$ cat src/rtl/msk_rnd_pkg.sv
// Shared definitions for the masked-randomness feeder: LFSR geometry, defaults,
// the HPC2 randomness count and the feeder FSM states.
package msk_rnd_pkg;

    localparam int LFSR_L     = 80;
    // Bit indices of x^80 + x^79 + x^43 + x^42 + 1 in a left-shifting register.
    localparam int TAP_A      = 79;
    localparam int TAP_B      = 78;
    localparam int TAP_C      = 42;
    localparam int TAP_D      = 41;
    localparam int SEED_W_DEF = 16;
    localparam int WARMUP_DEF = 64;

    function automatic int hpc2_rnd_count(input int d);
        return d * (d - 1) / 2;
    endfunction

    typedef enum logic [1:0] {
        ST_UNSEEDED = 2'd0,
        ST_SEEDING  = 2'd1,
        ST_WARMUP   = 2'd2,
        ST_RUN      = 2'd3
    } feeder_state_e;

endpackage

$ cat src/rtl/msk_lfsr_stepw.sv
// Combinational W-step unrolled Fibonacci LFSR next-state. New bits enter at
// bit 0, so the low W bits of the result are the W most recently generated bits.
module msk_lfsr_stepw
    import msk_rnd_pkg::*;
#(
    parameter int L = LFSR_L,
    parameter int W = 1
) (
    input  logic [L-1:0] state_in,
    output logic [L-1:0] state_out
);

    logic [L-1:0] s;

    always_comb begin
        // NOTE: blocking assignments here are deliberate; each loop iteration
        // must see the value produced by the previous one.
        s = state_in;
        for (int i = 0; i < W; i++) begin
            s = {s[L-2:0], s[TAP_A] ^ s[TAP_B] ^ s[TAP_C] ^ s[TAP_D]};
        end
        state_out = s;
    end

endmodule

$ cat src/rtl/msk_rnd_feeder.sv
// Fresh-randomness producer for masked gadgets: word-serial seeding, a warmup
// phase that discards output, then one W-bit word per valid/ready handshake.
module msk_rnd_feeder
    import msk_rnd_pkg::*;
#(
    parameter int d      = 2,
    parameter int W      = hpc2_rnd_count(d),
    parameter int L      = LFSR_L,
    parameter int SEED_W = SEED_W_DEF,
    parameter int WARMUP = WARMUP_DEF
) (
    input  logic              clk,
    input  logic              rst_n,
    input  logic [SEED_W-1:0] seed_in,
    input  logic              seed_valid,
    output logic              seed_ready,
    input  logic              reseed,
    output logic [W-1:0]      rnd_out,
    output logic              rnd_valid,
    input  logic              rnd_ready
);

    localparam int            N_WORDS   = L / SEED_W;
    localparam int            CNT_W     = (N_WORDS > 1) ? $clog2(N_WORDS) : 1;
    localparam logic [CNT_W-1:0] LAST_WORD = CNT_W'(N_WORDS - 1);
    localparam logic [7:0]    WARM_LAST = 8'(WARMUP - 1);

    feeder_state_e    fsm_q, fsm_d;
    logic [L-1:0]     lfsr_q, lfsr_d;
    logic [L-1:0]     lfsr_step;
    logic [L-1:0]     seed_load;
    logic [CNT_W-1:0] word_cnt_q, word_cnt_d;
    logic [7:0]       warm_cnt_q, warm_cnt_d;
    logic             seed_fire;

    msk_lfsr_stepw #(
        .L (L),
        .W (W)
    ) u_step (
        .state_in  (lfsr_q),
        .state_out (lfsr_step)
    );

    assign seed_ready = (fsm_q == ST_UNSEEDED) || (fsm_q == ST_SEEDING);
    assign rnd_valid  = (fsm_q == ST_RUN);
    assign rnd_out    = lfsr_q[W-1:0];
    assign seed_fire  = seed_valid && seed_ready;

    always_comb begin
        // NOTE: every signal driven here gets a default first, so no path can
        // leave one unassigned and infer a latch.
        fsm_d      = fsm_q;
        lfsr_d     = lfsr_q;
        word_cnt_d = word_cnt_q;
        warm_cnt_d = warm_cnt_q;
        seed_load  = {lfsr_q[L-SEED_W-1:0], seed_in};

        if (reseed && (fsm_q != ST_UNSEEDED)) begin
            // Reload restarts from the first seed word; any concurrent seed
            // word is dropped and the LFSR contents will be overwritten.
            fsm_d      = ST_SEEDING;
            word_cnt_d = '0;
        end else begin
            case (fsm_q)
                ST_UNSEEDED, ST_SEEDING: begin
                    if (seed_fire) begin
                        if (word_cnt_q == LAST_WORD) begin
                            // The all-zero state is the LFSR lock-up point.
                            if (seed_load == '0) begin
                                seed_load[0] = 1'b1;
                            end
                            fsm_d      = ST_WARMUP;
                            word_cnt_d = '0;
                            warm_cnt_d = '0;
                        end else begin
                            fsm_d      = ST_SEEDING;
                            word_cnt_d = word_cnt_q + CNT_W'(1);
                        end
                        lfsr_d = seed_load;
                    end
                end
                ST_WARMUP: begin
                    lfsr_d     = lfsr_step;
                    warm_cnt_d = warm_cnt_q + 8'd1;
                    if (warm_cnt_q == WARM_LAST) begin
                        fsm_d = ST_RUN;
                    end
                end
                ST_RUN: begin
                    if (rnd_ready) begin
                        lfsr_d = lfsr_step;
                    end
                end
                default: fsm_d = ST_UNSEEDED;
            endcase
        end
    end

    // NOTE: asynchronous reset clears every register, including the LFSR, so
    // no randomness survives a reset; state updates use non-blocking assigns.
    always_ff @(posedge clk or negedge rst_n) begin
        if (!rst_n) begin
            fsm_q      <= ST_UNSEEDED;
            lfsr_q     <= '0;
            word_cnt_q <= '0;
            warm_cnt_q <= '0;
        end else begin
            fsm_q      <= fsm_d;
            lfsr_q     <= lfsr_d;
            word_cnt_q <= word_cnt_d;
            warm_cnt_q <= warm_cnt_d;
        end
    end

endmodule

$ cat config.mk
export PLATFORM = sky130hd
export DESIGN_NAME = msk_rnd_feeder
export DESIGN_NICKNAME = d
export VERILOG_FILES = /design/src/rtl/msk_rnd_pkg.sv /design/src/rtl/msk_lfsr_stepw.sv /design/src/rtl/msk_rnd_feeder.sv
export SDC_FILE = /design/constraint.sdc
export NUM_CORES = 1
export LEC_CHECK = 0
export ABC_CLOCK_PERIOD_IN_PS = 2900
export CAP_MARGIN = 0
export CORE_MARGIN = 2
export CORE_UTILIZATION = 27
export DETAILED_ROUTE_END_ITERATION = 16
export PLACE_DENSITY = 0.49
export SETUP_SLACK_MARGIN = 0.5
export SYNTH_ARGS = -nofsm -noshare
export SYNTH_HDL_FRONTEND = slang
export SYNTH_SLANG_ARGS = --single-unit
$ cat constraint.sdc
create_clock -name clk -period 2.9 [get_ports clk]
set_clock_uncertainty 0.2 [all_clocks]
set_input_delay 0.725 -clock clk [delete_from_list [all_inputs] [get_ports clk]]
set_output_delay 0.725 -clock clk [all_outputs]
set_load 0.02 [all_outputs]
==> run_summary.xml, run 1 <==
<?xml version="1.0" encoding="UTF-8"?>
<metrics>
  <group name="outcome">
    <metric name="status" unit="">complete, no violations</metric>
  </group>
  <group name="synthesis">
    <metric name="synth-compound-area-share" unit="%">11.18</metric>
    <metric name="synthCells" unit="">458</metric>
    <metric name="postSynthRegisterBits" unit="">93</metric>
    <metric name="synth-main-ff-cell" unit="">dfrtp_1</metric>
    <metric name="synth_enable_flop_cells" unit="">0</metric>
    <metric name="yosys-top-cells-count" unit="">93 x dfrtp_1, 91 x nor2_1, 84 x a21oi_1, 80 x mux2i_1, 19 x nor4_1</metric>
    <metric name="synthXorXnorAreaFrac" unit="%">1.731</metric>
    <metric name="synth-warning-count" unit="">0</metric>
    <metric name="synthMuxAreaShare" unit="%">17.59</metric>
    <metric name="yosysMostFrequentCell" unit="">dfrtp_1</metric>
    <metric name="top_post_synthesis_cells_by_area" unit="">dfrtp_1 51%, mux2i_1 18%, a21oi_1 9.2%</metric>
    <metric name="yosysSeqAreaShare" unit="%">51.11</metric>
    <metric name="synth_top_area_cell" unit="">dfrtp_1</metric>
    <metric name="synth_top_cell_area_share" unit="%">51.11</metric>
    <metric name="post_synth_fa_ha_maj_area_fraction" unit="%">0.8244</metric>
    <metric name="synthesis.nets" unit="">482</metric>
    <metric name="synth.avg_cell_area" unit="µm²">9.941</metric>
    <metric name="synthSimpleGateAreaFrac" unit="%">14.40</metric>
    <metric name="distinct_cell_type_count_of_the_synthesized_netlist" unit="">36</metric>
    <metric name="post_synth_instance_area" unit="µm²">4553</metric>
    <metric name="dominant_combinational_cell_family_by_area_after_synthesis" unit="">multiplexers</metric>
    <metric name="synth-async-reset-ratio" unit="%">100.0</metric>
  </group>
  <group name="finish">
    <metric name="n_antenna_cell" unit="">0</metric>
    <metric name="final_layout_size_suffix_gt1_share" unit="%">7.516</metric>
    <metric name="area_growth_syn_to_fin" unit="%">19.10</metric>
    <metric name="count_of_nets_after_finishing" unit="">498</metric>
  </group>
  <group name="clock_tree">
    <metric name="clock_slew_at_the_register_clock_pins_of_the_worst_setup_and_hold_paths" unit="ns">0.07</metric>
    <metric name="tritoncts" unit="">done</metric>
    <metric name="cts_setup_buffers" unit="">0</metric>
    <metric name="clock_sinks" unit="">93</metric>
    <metric name="cts_buffers" unit="">9</metric>
    <metric name="cts_buffer_depth" unit="">2</metric>
    <metric name="clk-insertion-delay-late" unit="ns">0.35</metric>
    <metric name="h-tree-depth" unit="">3</metric>
    <metric name="cts_root_buffer" unit="">clkbuf_16</metric>
    <metric name="cts.hold.buffers_added" unit="">0</metric>
  </group>
  <group name="floorplanning">
    <metric name="core-area" unit="µm²">16520</metric>
    <metric name="die_area" unit="µm²">17920</metric>
    <metric name="floorplan.io_pins" unit="">24</metric>
    <metric name="die_height" unit="µm">133.9</metric>
    <metric name="rows" unit="">47</metric>
    <metric name="initial_core_util" unit="%">27.55</metric>
    <metric name="die_width" unit="µm">133.9</metric>
  </group>
  <group name="timing">
    <metric name="timing.setup.tns" unit="ns">0</metric>
    <metric name="final_hold_viol_count" unit="">0</metric>
    <metric name="fin_crit_sh" unit="%">80.93</metric>
    <metric name="slew-limit-headroom" unit="%">60.90</metric>
    <metric name="final_worst_path_setup_slack" unit="ns">0.5530</metric>
    <metric name="slew_of_the_pin_with_the_lowest_slew_margin" unit="ns">0.5866</metric>
    <metric name="maxSlewViolCount" unit="">0</metric>
    <metric name="final_period_minus_worst_setup_slack" unit="ns">2.347</metric>
    <metric name="achievable_frequency" unit="MHz">426.1</metric>
    <metric name="finalSetupViolCount" unit="">0</metric>
    <metric name="grt_setup_unrepaired" unit="">no</metric>
  </group>
  <group name="power">
    <metric name="peakVddDrop" unit="mV">0.2898</metric>
    <metric name="power_density" unit="nW/µm²">646.8</metric>
    <metric name="leakagePower" unit="nW">1.906</metric>
  </group>
  <group name="setup_path">
    <metric name="path_class" unit="">primary input to flip-flop</metric>
    <metric name="rrSetupSlack" unit="ns">0.62</metric>
    <metric name="startpoint_type_of_the_worst_setup_path" unit="">primary input</metric>
    <metric name="worst_r2r_path_depth" unit="">7</metric>
    <metric name="worst_ep_arrival_time" unit="ns">2.44</metric>
    <metric name="critPathLaunch" unit="">seed_in[0]</metric>
    <metric name="crit-reg2reg-capture" unit="">lfsr_q[0]$_DFFE_PN0P_</metric>
    <metric name="worstReg2RegStart" unit="">word_cnt_q[0]$_DFFE_PN0P_</metric>
    <metric name="end_kind" unit="">flip-flop</metric>
    <metric name="top_fanout_value_on_the_critical_path" unit="">2</metric>
    <metric name="cp_data_required_time" unit="ns">3.00</metric>
  </group>
  <group name="global_route">
    <metric name="antenna_violations_before_repair" unit="">0</metric>
    <metric name="first_global_vias" unit="">3124</metric>
    <metric name="globalRouteTotalUtil" unit="%">11.94</metric>
    <metric name="largest_net_degree_at_the_start_of_global_routing" unit="">82</metric>
    <metric name="globalRouteOverflowTotal" unit="">0</metric>
    <metric name="grt_first_pass_wirelength" unit="mm">16.73</metric>
  </group>
  <group name="drt">
    <metric name="post_drt_via_cell_ratio" unit="">4.774</metric>
    <metric name="dr.pass1.iters" unit="">6</metric>
    <metric name="antenna_violating_nets_post_route" unit="">0</metric>
    <metric name="drt_first_iter_violations" unit="">164</metric>
    <metric name="drt-wirelength-per-cell" unit="µm">14.53</metric>
    <metric name="wirelength" unit="mm">10.15</metric>
    <metric name="drt_drc_violations_left" unit="">0</metric>
    <metric name="dr_total_vias" unit="">3337</metric>
  </group>
  <group name="placed_design">
    <metric name="pre_cts_ws" unit="ns">0.1888</metric>
    <metric name="hpwl" unit="mm">6.871</metric>
    <metric name="io_buffer_count" unit="">23</metric>
    <metric name="finalWeightedCongestion" unit="">0.7591</metric>
  </group>
  <group name="min_path">
    <metric name="hp-class" unit="">primary input to async pin</metric>
  </group>
  <group name="run">
    <metric name="cap_viol_max_count" unit="">0</metric>
  </group>
</metrics>
-- worst max-delay path by stage --
stage / endpoint / slack [ns] / cells past startpoint
after floorplan: lfsr_q[0]$_DFFE_PN0P_ / 0.72 / 5
after global placement: lfsr_q[0]$_DFFE_PN0P_ / 0.20 / 6
after detailed placement: lfsr_q[0]$_DFFE_PN0P_ / 0.19 / 6
after CTS: lfsr_q[0]$_DFFE_PN0P_ / 0.54 / 6
after global routing: lfsr_q[0]$_DFFE_PN0P_ / 0.50 / 6
final: lfsr_q[0]$_DFFE_PN0P_ / 0.55 / 6
-- area by class of cell --
class	count	area (µm²)
tap	220	275.3
inverter	5	18.77
fill	1650	11100
timing repair buffer	34	381.6
sequential	93	2331
clock inverter	5	58.81
multi-input combinational	331	2105
clock buffer	11	252.7
-- layout by cell type, fill, tap and decap left out, types with 2 or more instances in the layout --
cell and instances:
clkbuf_8 2, nand2_1 9, inv_1 4, ha_1 3, and3_1 3, dlygate4sd2_1 3
nand4_1 7, clkbuf_16 9, dfrtp_1 92, nand3_1 3, buf_12 6, o31ai_1 2
xnor2_1 3, a21oi_1 84, buf_4 6, o21ai_1 2, nor3_1 2, clkinvlp_4 2
clkdlybuf4s50_1 19, nand4b_1 2, nor4_1 17, mux2i_1 80, nor4_2 3, xor2_1 6
nor2_1 91
-- sequential cells by signal, summed over array words and instances (netlist names) --
| signal | cells |
|---|---|
| lfsr_q | 80 |
| warm_cnt_q | 8 |
| word_cnt_q | 3 |
| fsm_q | 2 |
-- per-stage QoR --
step                utilization (%)  total power [mW]  std cells  hold slack (ns)  area (µm²)
floorplan                         -             2.078        458           0.2294        4553
global placement              30.85             2.302        683           0.2930        5097
detailed placement            30.85             2.318        683           0.3072        5097
CTS                           32.71             3.554        699           0.1619        5405
global route                  32.82             3.716        699           0.1744        5423
finish                        32.82             3.507        699           0.1411        5423
-- what timing repair did --
action | 4_1_cts | 5_1_grt
setup endpoints to repair | 3 | 2
resized for setup | 3 | 3
pin swaps | 0 | 1
-- report_power, final --
part	switching [mW]	internal (mW)
combinational	0.252	0.246
clock	0.508	0.715
sequential	0.261	1.53
total	1.02	2.49
-- per-layer routing --
metal  GRT usage, %  vias to the layer above  wire length [µm]
met2          17.95                       51              4719
met1          16.71                     1607              4955
li1               -                     1666                 -
met3          2.154                       13               268
met4          5.496                        0               210
met5              0                        -                 0
-- worst max-delay path, stage by stage --
cell             delay, ns
clkdlybuf4s50_1       0.44
nor4_2                0.29
nand2_1               0.07
or4_1                 0.50
o311ai_1              0.24
o211a_1               0.18
-- kinds of logic (layout without fill, tap and decap cells) --
logic type                 count (synthesis)  count (layout)
and+or+nand+nor                          143             143
AOI/OAI and AO/OA                         96              96
DFF                                       93              93
muxes                                     80              80
buffers and inverters                     34              55
xor gates and xnor gates                   9               9
adders and majority gates                  3               3
Note: power is estimated with default switching activity, not from simulation.
==> inputs of run 2 (changes only) <==
--- a/config.mk
+++ b/config.mk
@@ -5,7 +5,7 @@
 export SDC_FILE = /design/constraint.sdc
 export NUM_CORES = 1
 export LEC_CHECK = 0
-export ABC_CLOCK_PERIOD_IN_PS = 2900
+export ABC_CLOCK_PERIOD_IN_PS = 2200
 export CAP_MARGIN = 0
 export CORE_MARGIN = 2
 export CORE_UTILIZATION = 27
==> constraint.sdc (replaced) <==
create_clock -name clk -period 2.2 [get_ports clk]
set_clock_uncertainty 0.2 [all_clocks]
set_input_delay 0.55 -clock clk [delete_from_list [all_inputs] [get_ports clk]]
set_output_delay 0.55 -clock clk [all_outputs]
set_load 0.02 [all_outputs]
==> run 2 against run 1 <==
  * Non-clock buffer count rose by 93
  * Critical path depth fell by 2
  * Hold slack improved by 0.18 ns
  * Setup slack got worse by 0.53 ns
  * Total power rose by 61%
  * Global-route usage rose by 3.6 points
  * Critical endpoint unchanged
==> run_summary.xml, run 2 (synthesis gave the netlist of run 1 again) <==
<?xml version="1.0" encoding="UTF-8"?>
<metrics>
  <group name="outcome">
    <metric name="status" unit="">complete, no violations</metric>
  </group>
  <group name="floorplanning">
    <metric name="floorplan.io_pins" unit="">24</metric>
    <metric name="rows" unit="">47</metric>
    <metric name="die_width" unit="µm">133.9</metric>
    <metric name="core-area" unit="µm²">16520</metric>
    <metric name="die_area" unit="µm²">17920</metric>
    <metric name="die_height" unit="µm">133.9</metric>
    <metric name="initial_core_util" unit="%">27.55</metric>
  </group>
  <group name="setup_path">
    <metric name="top_fanout_value_on_the_critical_path" unit="">4</metric>
    <metric name="crit-reg2reg-capture" unit="">lfsr_q[0]$_DFFE_PN0P_</metric>
    <metric name="path_class" unit="">flip-flop to flip-flop</metric>
    <metric name="worstReg2RegStart" unit="">lfsr_q[62]$_DFFE_PN0P_</metric>
    <metric name="worst_ep_arrival_time" unit="ns">2.28</metric>
    <metric name="worst_r2r_path_depth" unit="">4</metric>
    <metric name="cp_data_required_time" unit="ns">2.29</metric>
    <metric name="rrSetupSlack" unit="ns">0.02</metric>
    <metric name="end_kind" unit="">flip-flop</metric>
    <metric name="startpoint_type_of_the_worst_setup_path" unit="">flip-flop</metric>
  </group>
  <group name="timing">
    <metric name="achievable_frequency" unit="MHz">458.4</metric>
    <metric name="finalSetupViolCount" unit="">0</metric>
    <metric name="slew-limit-headroom" unit="%">52.02</metric>
    <metric name="final_period_minus_worst_setup_slack" unit="ns">2.182</metric>
    <metric name="slew_of_the_pin_with_the_lowest_slew_margin" unit="ns">0.7131</metric>
    <metric name="maxSlewViolCount" unit="">0</metric>
    <metric name="fin_crit_sh" unit="%">99.16</metric>
    <metric name="final_hold_viol_count" unit="">0</metric>
    <metric name="grt_setup_unrepaired" unit="">yes</metric>
  </group>
  <group name="clock_tree">
    <metric name="cts_root_buffer" unit="">clkbuf_16</metric>
    <metric name="clock_slew_at_the_register_clock_pins_of_the_worst_setup_and_hold_paths" unit="ns">0.07</metric>
    <metric name="cts_buffer_depth" unit="">2</metric>
    <metric name="h-tree-depth" unit="">3</metric>
    <metric name="clock_sinks" unit="">93</metric>
    <metric name="clk-insertion-delay-late" unit="ns">0.35</metric>
    <metric name="tritoncts" unit="">done</metric>
    <metric name="cts_buffers" unit="">9</metric>
  </group>
  <group name="min_path">
    <metric name="worst_hold_path.endpoint" unit="">warm_cnt_q[1]$_DFFE_PN0P_</metric>
    <metric name="whs_path_cells" unit="">2</metric>
    <metric name="hp-class" unit="">flip-flop to flip-flop</metric>
    <metric name="hold_path_startpoint" unit="">warm_cnt_q[1]$_DFFE_PN0P_</metric>
  </group>
  <group name="drt">
    <metric name="drt-wirelength-per-cell" unit="µm">17.55</metric>
    <metric name="drt_first_iter_violations" unit="">155</metric>
    <metric name="antenna_violating_nets_post_route" unit="">0</metric>
    <metric name="post_drt_via_cell_ratio" unit="">5.000</metric>
    <metric name="dr.pass1.iters" unit="">4</metric>
    <metric name="wirelength" unit="mm">13.90</metric>
    <metric name="drt_drc_violations_left" unit="">0</metric>
    <metric name="dr_total_vias" unit="">3960</metric>
  </group>
  <group name="finish">
    <metric name="largest_reg_flops" unit="">80</metric>
    <metric name="final_layout_size_suffix_gt1_share" unit="%">50.87</metric>
    <metric name="count_of_nets_after_finishing" unit="">591</metric>
    <metric name="n_antenna_cell" unit="">0</metric>
    <metric name="largestRegisters" unit="">lfsr_q x80, warm_cnt_q x8, word_cnt_q x3</metric>
    <metric name="final_cell_area_excluding_filler_cells" unit="µm²">7611</metric>
    <metric name="area_growth_syn_to_fin" unit="%">67.16</metric>
    <metric name="top_register" unit="">lfsr_q</metric>
    <metric name="most-common-layout-cells" unit="">92 x dfrtp_1, 80 x mux2i_1, 70 x a21oi_2</metric>
    <metric name="final_common_cell" unit="">dfrtp_1</metric>
  </group>
  <group name="power">
    <metric name="report.power.total" unit="mW">5.660</metric>
    <metric name="leakagePower" unit="nW">2.682</metric>
    <metric name="power_density" unit="nW/µm²">743.7</metric>
    <metric name="seq_power_share" unit="%">42.7</metric>
    <metric name="pwr-share-comb" unit="%">26.4</metric>
    <metric name="power_report.internal_total" unit="mW">3.880</metric>
    <metric name="peakVddDrop" unit="mV">0.4616</metric>
    <metric name="net-switching-power" unit="mW">1.780</metric>
    <metric name="power.share.switching" unit="%">31.45</metric>
    <metric name="power.share.clock" unit="%">30.9</metric>
  </group>
  <group name="global_route">
    <metric name="globalRouteTotalUtil" unit="%">15.57</metric>
    <metric name="globalRouteOverflowTotal" unit="">0</metric>
    <metric name="first_global_vias" unit="">3982</metric>
    <metric name="antenna_violations_before_repair" unit="">0</metric>
    <metric name="grt_first_pass_wirelength" unit="mm">21.77</metric>
    <metric name="largest_net_degree_at_the_start_of_global_routing" unit="">78</metric>
  </group>
  <group name="placed_design">
    <metric name="hpwl" unit="mm">7.580</metric>
    <metric name="placed_cell_area" unit="µm²">5410</metric>
    <metric name="io_buffer_count" unit="">23</metric>
    <metric name="finalWeightedCongestion" unit="">0.7364</metric>
  </group>
  <group name="run">
    <metric name="cap_viol_max_count" unit="">0</metric>
  </group>
</metrics>
## run 2: cell count changes in the layout (fill, tap and decap cells not counted), moves of 7 or more
cell and delta:
a21oi_1 -74, nor2_2 +12, clkdlybuf4s50_1 -7, buf_16 +15
nor4_2 +7, buf_12 +14, nor2_1 -69, buf_4 +36
a21oi_2 +70, nor2_4 +57, buf_6 +24, nor4_1 -7
## run 2: worst max-delay path: stages, from the launching register on
cell	delay [ns]
dfrtp_1	0.45
nor4_1	0.67
nand4_1	0.29
o311ai_1	0.33
o211a_1	0.18
## run 2: through the flow
| stage | instances | worst slack (ns) | util, % | setup TNS, ns | hold WS (ns) |
|---|---|---|---|---|---|
| finish | 792 | 0.01848 | 46.06 | 0 | 0.3249 |
| global route | 792 | -0.1231 | 46.06 | -0.1231 | 0.3575 |
| CTS | 785 | 0.06648 | 41.58 | 0 | 0.3294 |
| detailed placement | 720 | -0.3643 | 32.74 | -0.6943 | 0.3113 |
| global placement | 720 | -0.3595 | 32.74 | -0.3931 | 0.2881 |
| floorplan | 458 | 0.1974 | - | 0 | 0.05441 |
## run 2: area by class of cell
cell class | count | area, µm²
Fill cell | 1433 | 8914
Multi-Input combinational cell | 331 | 2964
Sequential cell | 93 | 2331
Timing Repair Buffer | 127 | 1684
Tap cell | 220 | 275.3
Clock buffer | 11 | 252.7
Clock inverter | 5 | 82.58
Inverter | 5 | 21.27
## run 2: layer usage
layer | global-route usage [%] | vias up | share of wire, %
met5 | 0 | - | 0
met4 | 5.910 | 0 | 2.7
met3 | 3.364 | 28 | 2.6
met2 | 25.50 | 56 | 50
met1 | 20.21 | 2014 | 44
li1 | - | 1862 | -
## run 2: worst max-delay path by stage
| stage | slack [ns] | endpoint | cells past startpoint | start |
|---|---|---|---|---|
| after detailed placement | -0.36 | lfsr_q[0]$_DFFE_PN0P_ | 6 | seed_in[7] |
| after global placement | -0.36 | lfsr_q[0]$_DFFE_PN0P_ | 6 | seed_in[7] |
| after global routing | -0.12 | lfsr_q[0]$_DFFE_PN0P_ | 4 | lfsr_q[62]$_DFFE_PN0P_ |
| after floorplan | 0.20 | lfsr_q[0]$_DFFE_PN0P_ | 5 | seed_in[6] |
| final | 0.02 | lfsr_q[0]$_DFFE_PN0P_ | 4 | lfsr_q[62]$_DFFE_PN0P_ |
| after CTS | 0.07 | lfsr_q[0]$_DFFE_PN0P_ | 6 | lfsr_q[61]$_DFFE_PN0P_ |
## run 2: power by group through the flow
stage | Sequential [mW] | Combinational, mW | Clock (mW)
6_report | 2.42 | 1.49 | 1.75
5_1_grt | 2.46 | 1.61 | 1.86
4_1_cts | 2.34 | 1.17 | 1.78
3_5_place_dp | 2.34 | 0.866 | 0
3_3_place_gp | 2.33 | 0.841 | 0
2_1_floorplan | 2.26 | 0.485 | 0
## run 2: what timing repair did
item,4_1_cts,5_1_grt
hold buffers,1,0
endpoints found under the setup margin,91,91
pin swaps,12,17
setup buffers,32,7
endpoints found under the hold margin,24,0
gates cloned,16,0
resized for setup,137,173
==> RTL change 1: new RTL, flow settings as in run 1 <==
`lfsr_q` no longer has a reset.
--- a/src/rtl/msk_rnd_feeder.sv
+++ b/src/rtl/msk_rnd_feeder.sv
@@ -101,16 +101,18 @@
     always_ff @(posedge clk or negedge rst_n) begin
         if (!rst_n) begin
             fsm_q      <= ST_UNSEEDED;
-            lfsr_q     <= '0;
             word_cnt_q <= '0;
             warm_cnt_q <= '0;
         end else begin
             fsm_q      <= fsm_d;
-            lfsr_q     <= lfsr_d;
             word_cnt_q <= word_cnt_d;
             warm_cnt_q <= warm_cnt_d;
         end
     end
 
+    always_ff @(posedge clk) begin
+        lfsr_q <= lfsr_d;
+    end
+
 endmodule
 
Function: changed (Yosys sat finds a counterexample within 4 cycles, from zero or initial values and one cycle with rst_n low).
==> RTL change 1 against run 1 <==
Wire length shrank 11%. Register-to-register slack better by 200 ps. Setup slack improved by 24 ps. Synthesized area down 2.2%. Maximum frequency is 1.0% higher. Sequential cell count did not move. Final area down 3.3%. Core utilization shrank 0.051 points.
Power is not compared: it rests on default switching activity, and its combinational part moved more than twofold at a synthesized area within 25%.
==> RTL change 1: results (changes against run 1) <==
| Metric | Value |
|---|---|
| Synth top area cells | edfxtp_1, mux2_2, dfrtp_1 (was dfrtp_1, mux2i_1, a21oi_1) |
| Post-synth EDFFs | 80 (was 0) |
| Pre-CTS WS | 236 ps (was 189 ps) |
| Area of the multi-input gates | 1650 um2 (was 2100 um2) |
| CP startpoint | seed_valid (was seed_in[0]) |
| Signal arrival time at the worst endpoint | 2120 ps (was 2440 ps) |
| 1st-iter DRT viols | 197 (was 164) |
| DR pass1 iterations | 4 (was 6) |
| Fin nets | 355 (was 498) |
| Slew @ Worst Pin | 811 ps (was 587 ps) |
| FILL cells | 1,636 (was 1,650) |
| DP Area | 4960 um2 (was 5100 um2) |
| Hold Slack | 300 ps (was 141 ps) |
| Critical path peak fanout | 80 (was 2) |
| Largest net degree at the start of global routing | 81 (was 82) |
| Final std cells w/o fill | 552 (was 699) |
| Sequential-to-total area share from yosys stat | 61.3% (was 51.1%) |
| Signal buffers share of area | 5.70% (was 7.04%) |
| Routed Wire Length | 9.09 mm (was 10.2 mm) |
| FF-to-FF Start | lfsr_q[35] (was word_cnt_q[0]) |
| Multi-In Gates | 191 (was 331) |
| Seq_cells | 93 (unchanged) |
| Placed cells | 534 (was 683) |
| Layout buffer count excluding clock buffers | 30 (was 34) |
| Hold Crit Class | register to register (was input port to async pin) |
| Synth Area in XOR/XNOR | 0.590% (was 1.73%) |
| Status | complete, no violations (unchanged) |
| Synth Area in Adders | 0.843% (was 0.824%) |
| Synthesized area per cell | 14.6 um2 (was 9.94 um2) |
| Syn_nets | 330 (was 482) |
| Internal reg-to-reg setup slack | 820 ps (was 620 ps) |
| ClkCell Share | 5.08% (was 5.75%) |
| Sequential cell area share | 52.1% (was 43.0%) |
| GR Util All Layers | 10.9% (was 11.9%) |
| Max Fclk | 430 MHz (was 426 MHz) |
| FF-to-FF End | lfsr_q[0] (unchanged) |
| Mux cell area share after synthesis | 20.4% (was 17.6%) |
| Post-synth top cells | edfxtp_1, mux2_2, nor4_1 (was dfrtp_1, nor2_1, a21oi_1) |
| Invs w/o clock | 6 (was 5) |
| Critical path endpoint | lfsr_q[22] (was lfsr_q[0]) |
[RTL change 1: cell types whose count changed after synthesis, sizes merged, moves of 7 or more]
cell    change
a21oi      -75
buf         -7
dfrtp      -80
edfxtp     +80
mux2       +79
mux2i      -78
nor2       -79
[RTL change 1: per-layer routing]
metal,GRT usage (%),up-vias,share of wire [%]
met3,3.41,6,3.4
met5,0,-,0
met1,14.4,1312,47
met4,3.23,0,0.72
met2,17.1,43,49
li1,-,1266,-
[RTL change 1: timing repair]
item | in CTS | in global routing
resized for setup | 2 | 2
buffers inserted | 0 | 2
pin swaps | 0 | 0
hold endpoints to repair | 0 | 0
setup endpoints to repair | 2 | 2
[RTL change 1: power breakdown]
group	switching [W]	internal [W]
sequential	0.0000417	0.00152
combinational	0.0000721	0.0000832
clock	0.000505	0.000584
total	0.000619	0.00219
[RTL change 1: critical path, stage by stage]
cell             delay, ps
clkdlybuf4s50_1        560
nor2_1                 130
a211oi_4               270
buf_12                 410
==> RTL change 2: new RTL, settings of run 1 <==
Without the edit above. The package constant `SEED_W_DEF` goes from 16 to 32.
--- a/src/rtl/msk_rnd_pkg.sv
+++ b/src/rtl/msk_rnd_pkg.sv
@@ -8,7 +8,7 @@
     localparam int TAP_B      = 78;
     localparam int TAP_C      = 42;
     localparam int TAP_D      = 41;
-    localparam int SEED_W_DEF = 16;
+    localparam int SEED_W_DEF = 32;
     localparam int WARMUP_DEF = 64;
 
     function automatic int hpc2_rnd_count(input int d);
Interface: changed (resized seed_in); port bits go from 24 to 40. The function was not compared with the original's and may differ.
==> RTL change 2 against run 1 <==
Setup slack better by 52 ps. Core utilization is 1.2 points higher. Register-to-register slack better by 110 ps. Cell count is 1.1% lower. Die area is 3.0% lower. Synthesized area is 3.1% lower. Wire length is 2.9% higher. Largest cell class unchanged. Critical path depth is 4 lower. Count of clock-buffer cells in the layout is 2 higher. Sequential cell count is 2 lower. Final area is 0.14% lower.
Power is not compared: it rests on default switching activity, and its combinational part moved more than twofold at a synthesized area within 25%.
==> RTL change 2: results (changes against run 1) <==
| Metric | Value |
|---|---|
| Routed Wire Length | 10.4 mm (was 10.2 mm) |
| Synth unique cells | 30 (was 36) |
| Antenna cells | 0 (unchanged) |
| Placer Congestion | 0.737 (was 0.759) |
| Yosys warning count | 0 (unchanged) |
| Status | complete, no violations (unchanged) |
| Sequential-to-total area share from yosys stat | 51.6% (was 51.1%) |
| Biggest regs | lfsr_q: 80 flops, warm_cnt_q: 8 flops, fsm_q: 2 flops (was lfsr_q: 80 flops, warm_cnt_q: 8 flops, word_cnt_q: 3 flops) |
| Post-CTS Setup Bufs | 0 (unchanged) |
| CTS buffer count | 9 (unchanged) |
| Signal arrival time at the worst endpoint | 1370 ps (was 2440 ps) |
| Worst-skew pair later-pin latency | between 300 and 400 ps |
| Resize count post-CTS | 5 (was 3) |
| Slowest CP cell | dfrtp_4 (was or4_1) |
| Vias in the first global route | 3,379 (was 3,124) |
| DR pass1 iterations | 4 (was 6) |
| Clk buf depth | 2 (unchanged) |
| Post-synth top cells | dfrtp_1, nor2_1, a21oi_1 (unchanged) |
| CTS Root Cell | clkbuf_16 (unchanged) |
| Largest net degree at the start of global routing | 86 (was 82) |
| P_leak | around 2.0 nW |
| First-pass GRT wire length | 17.6 mm (was 16.7 mm) |
| CP peak stage delay | 500 ps (about the same) |
| IO buf count | 39 (was 23) |
| Synth top area cells | dfrtp_1, mux2i_1, a21oi_1 (unchanged) |
| Critical path peak fanout | 7 (was 2) |
| GR Util All Layers | 12.7% (was 11.9%) |
| Peak VDD IR | 0.668 mV |
| Syn_nets | 476 (was 482) |
| Slew HR | 59.9% (was 60.9%) |
| H-Tree Depth | 3 (unchanged) |
| Fin nets | 508 (was 498) |
| Clk slew on worst S/H paths | ~60 ps |
| Post-DP HPWL | 7.12 mm (was 6.87 mm) |
| 1st-iter DRT viols | 156 (was 164) |
| CP top delay family | buffers and inverters (was simple AND/OR/NAND/NOR gates) |
| Hold Crit Class | input port to async pin (unchanged) |
| Initial antenna violation count | 0 (unchanged) |
| Routed vias/inst | 4.71 (was 4.77) |
| Pre-CTS WS | 194 ps (was 189 ps) |
| Cell internal pwr | around 0.0035 W |
| FF-to-FF path depth | 7 (unchanged) |
| Share of layout cells above drive strength 1 | 6.74% (was 7.52%) |
| Asr flop ratio synth | 100% (unchanged) |
-- RTL change 2: through the flow --
| step | std cells | area (um2) |
|---|---|---|
| after floorplan | 438 | 4410 |
| after global placement | 675 | 5090 |
| after detailed placement | 675 | 5090 |
| after CTS | 691 | 5420 |
| after global routing | 691 | 5420 |
| final | 691 | 5420 |
-- RTL change 2: cell type report --
cell class,count,area [um2]
clock buffer,13,280
sequential,91,2280
clock inverter,3,43.8
fill,1630,10500
timing repair buffer,49,534
multi-input combinational,316,1990
inverter,3,15.0
tap,216,270
-- RTL change 2: power by group through the flow --
stage	clock network [W]	logic, W	registers, W
final	0.00125	0.00202	0.00235
after global routing	0.00134	0.00227	0.00243
after CTS	0.00130	0.00205	0.00236
after detailed placement	0	0.00205	0.00237
after global placement	0	0.00200	0.00236
after floorplan	0	0.00164	0.00215
-- RTL change 2: worst paths after layout --
| path | startpoint | endpoint | slack [ps] |
|---|---|---|---|
| setup / recovery | fsm_q[1] | seed_ready | 600 |
| hold / removal | rst_n | warm_cnt_q[0] | 50 |
| setup reg to reg | fsm_q[1] | lfsr_q[49] | 730 |
| hold reg to reg | lfsr_q[50] | lfsr_q[50] | 330 |
| max in group asynchronous | rst_n | lfsr_q[13] | 1840 |
| min in group clk | lfsr_q[50] | lfsr_q[50] | 330 |
-- RTL change 2: cell families after synthesis --
kind of cell / Yosys count / synth area share, %
flops: 91 / 51.6
simple gates: 134 / 13.7
compound gates: 93 / 11.4
fa+ha+maj: 1 / 0.284
buf+inv: 31 / 3.26
mux: 79 / 17.9
xor+xnor: 9 / 1.79
-- RTL change 2: layer usage --
metal	up-vias	GRT usage, %	routed length, um
li1	1628	-	-
met1	1585	16.3	5120
met2	33	20.9	4930
met3	11	3.69	283
met4	0	3.44	119
met5	-	0	0
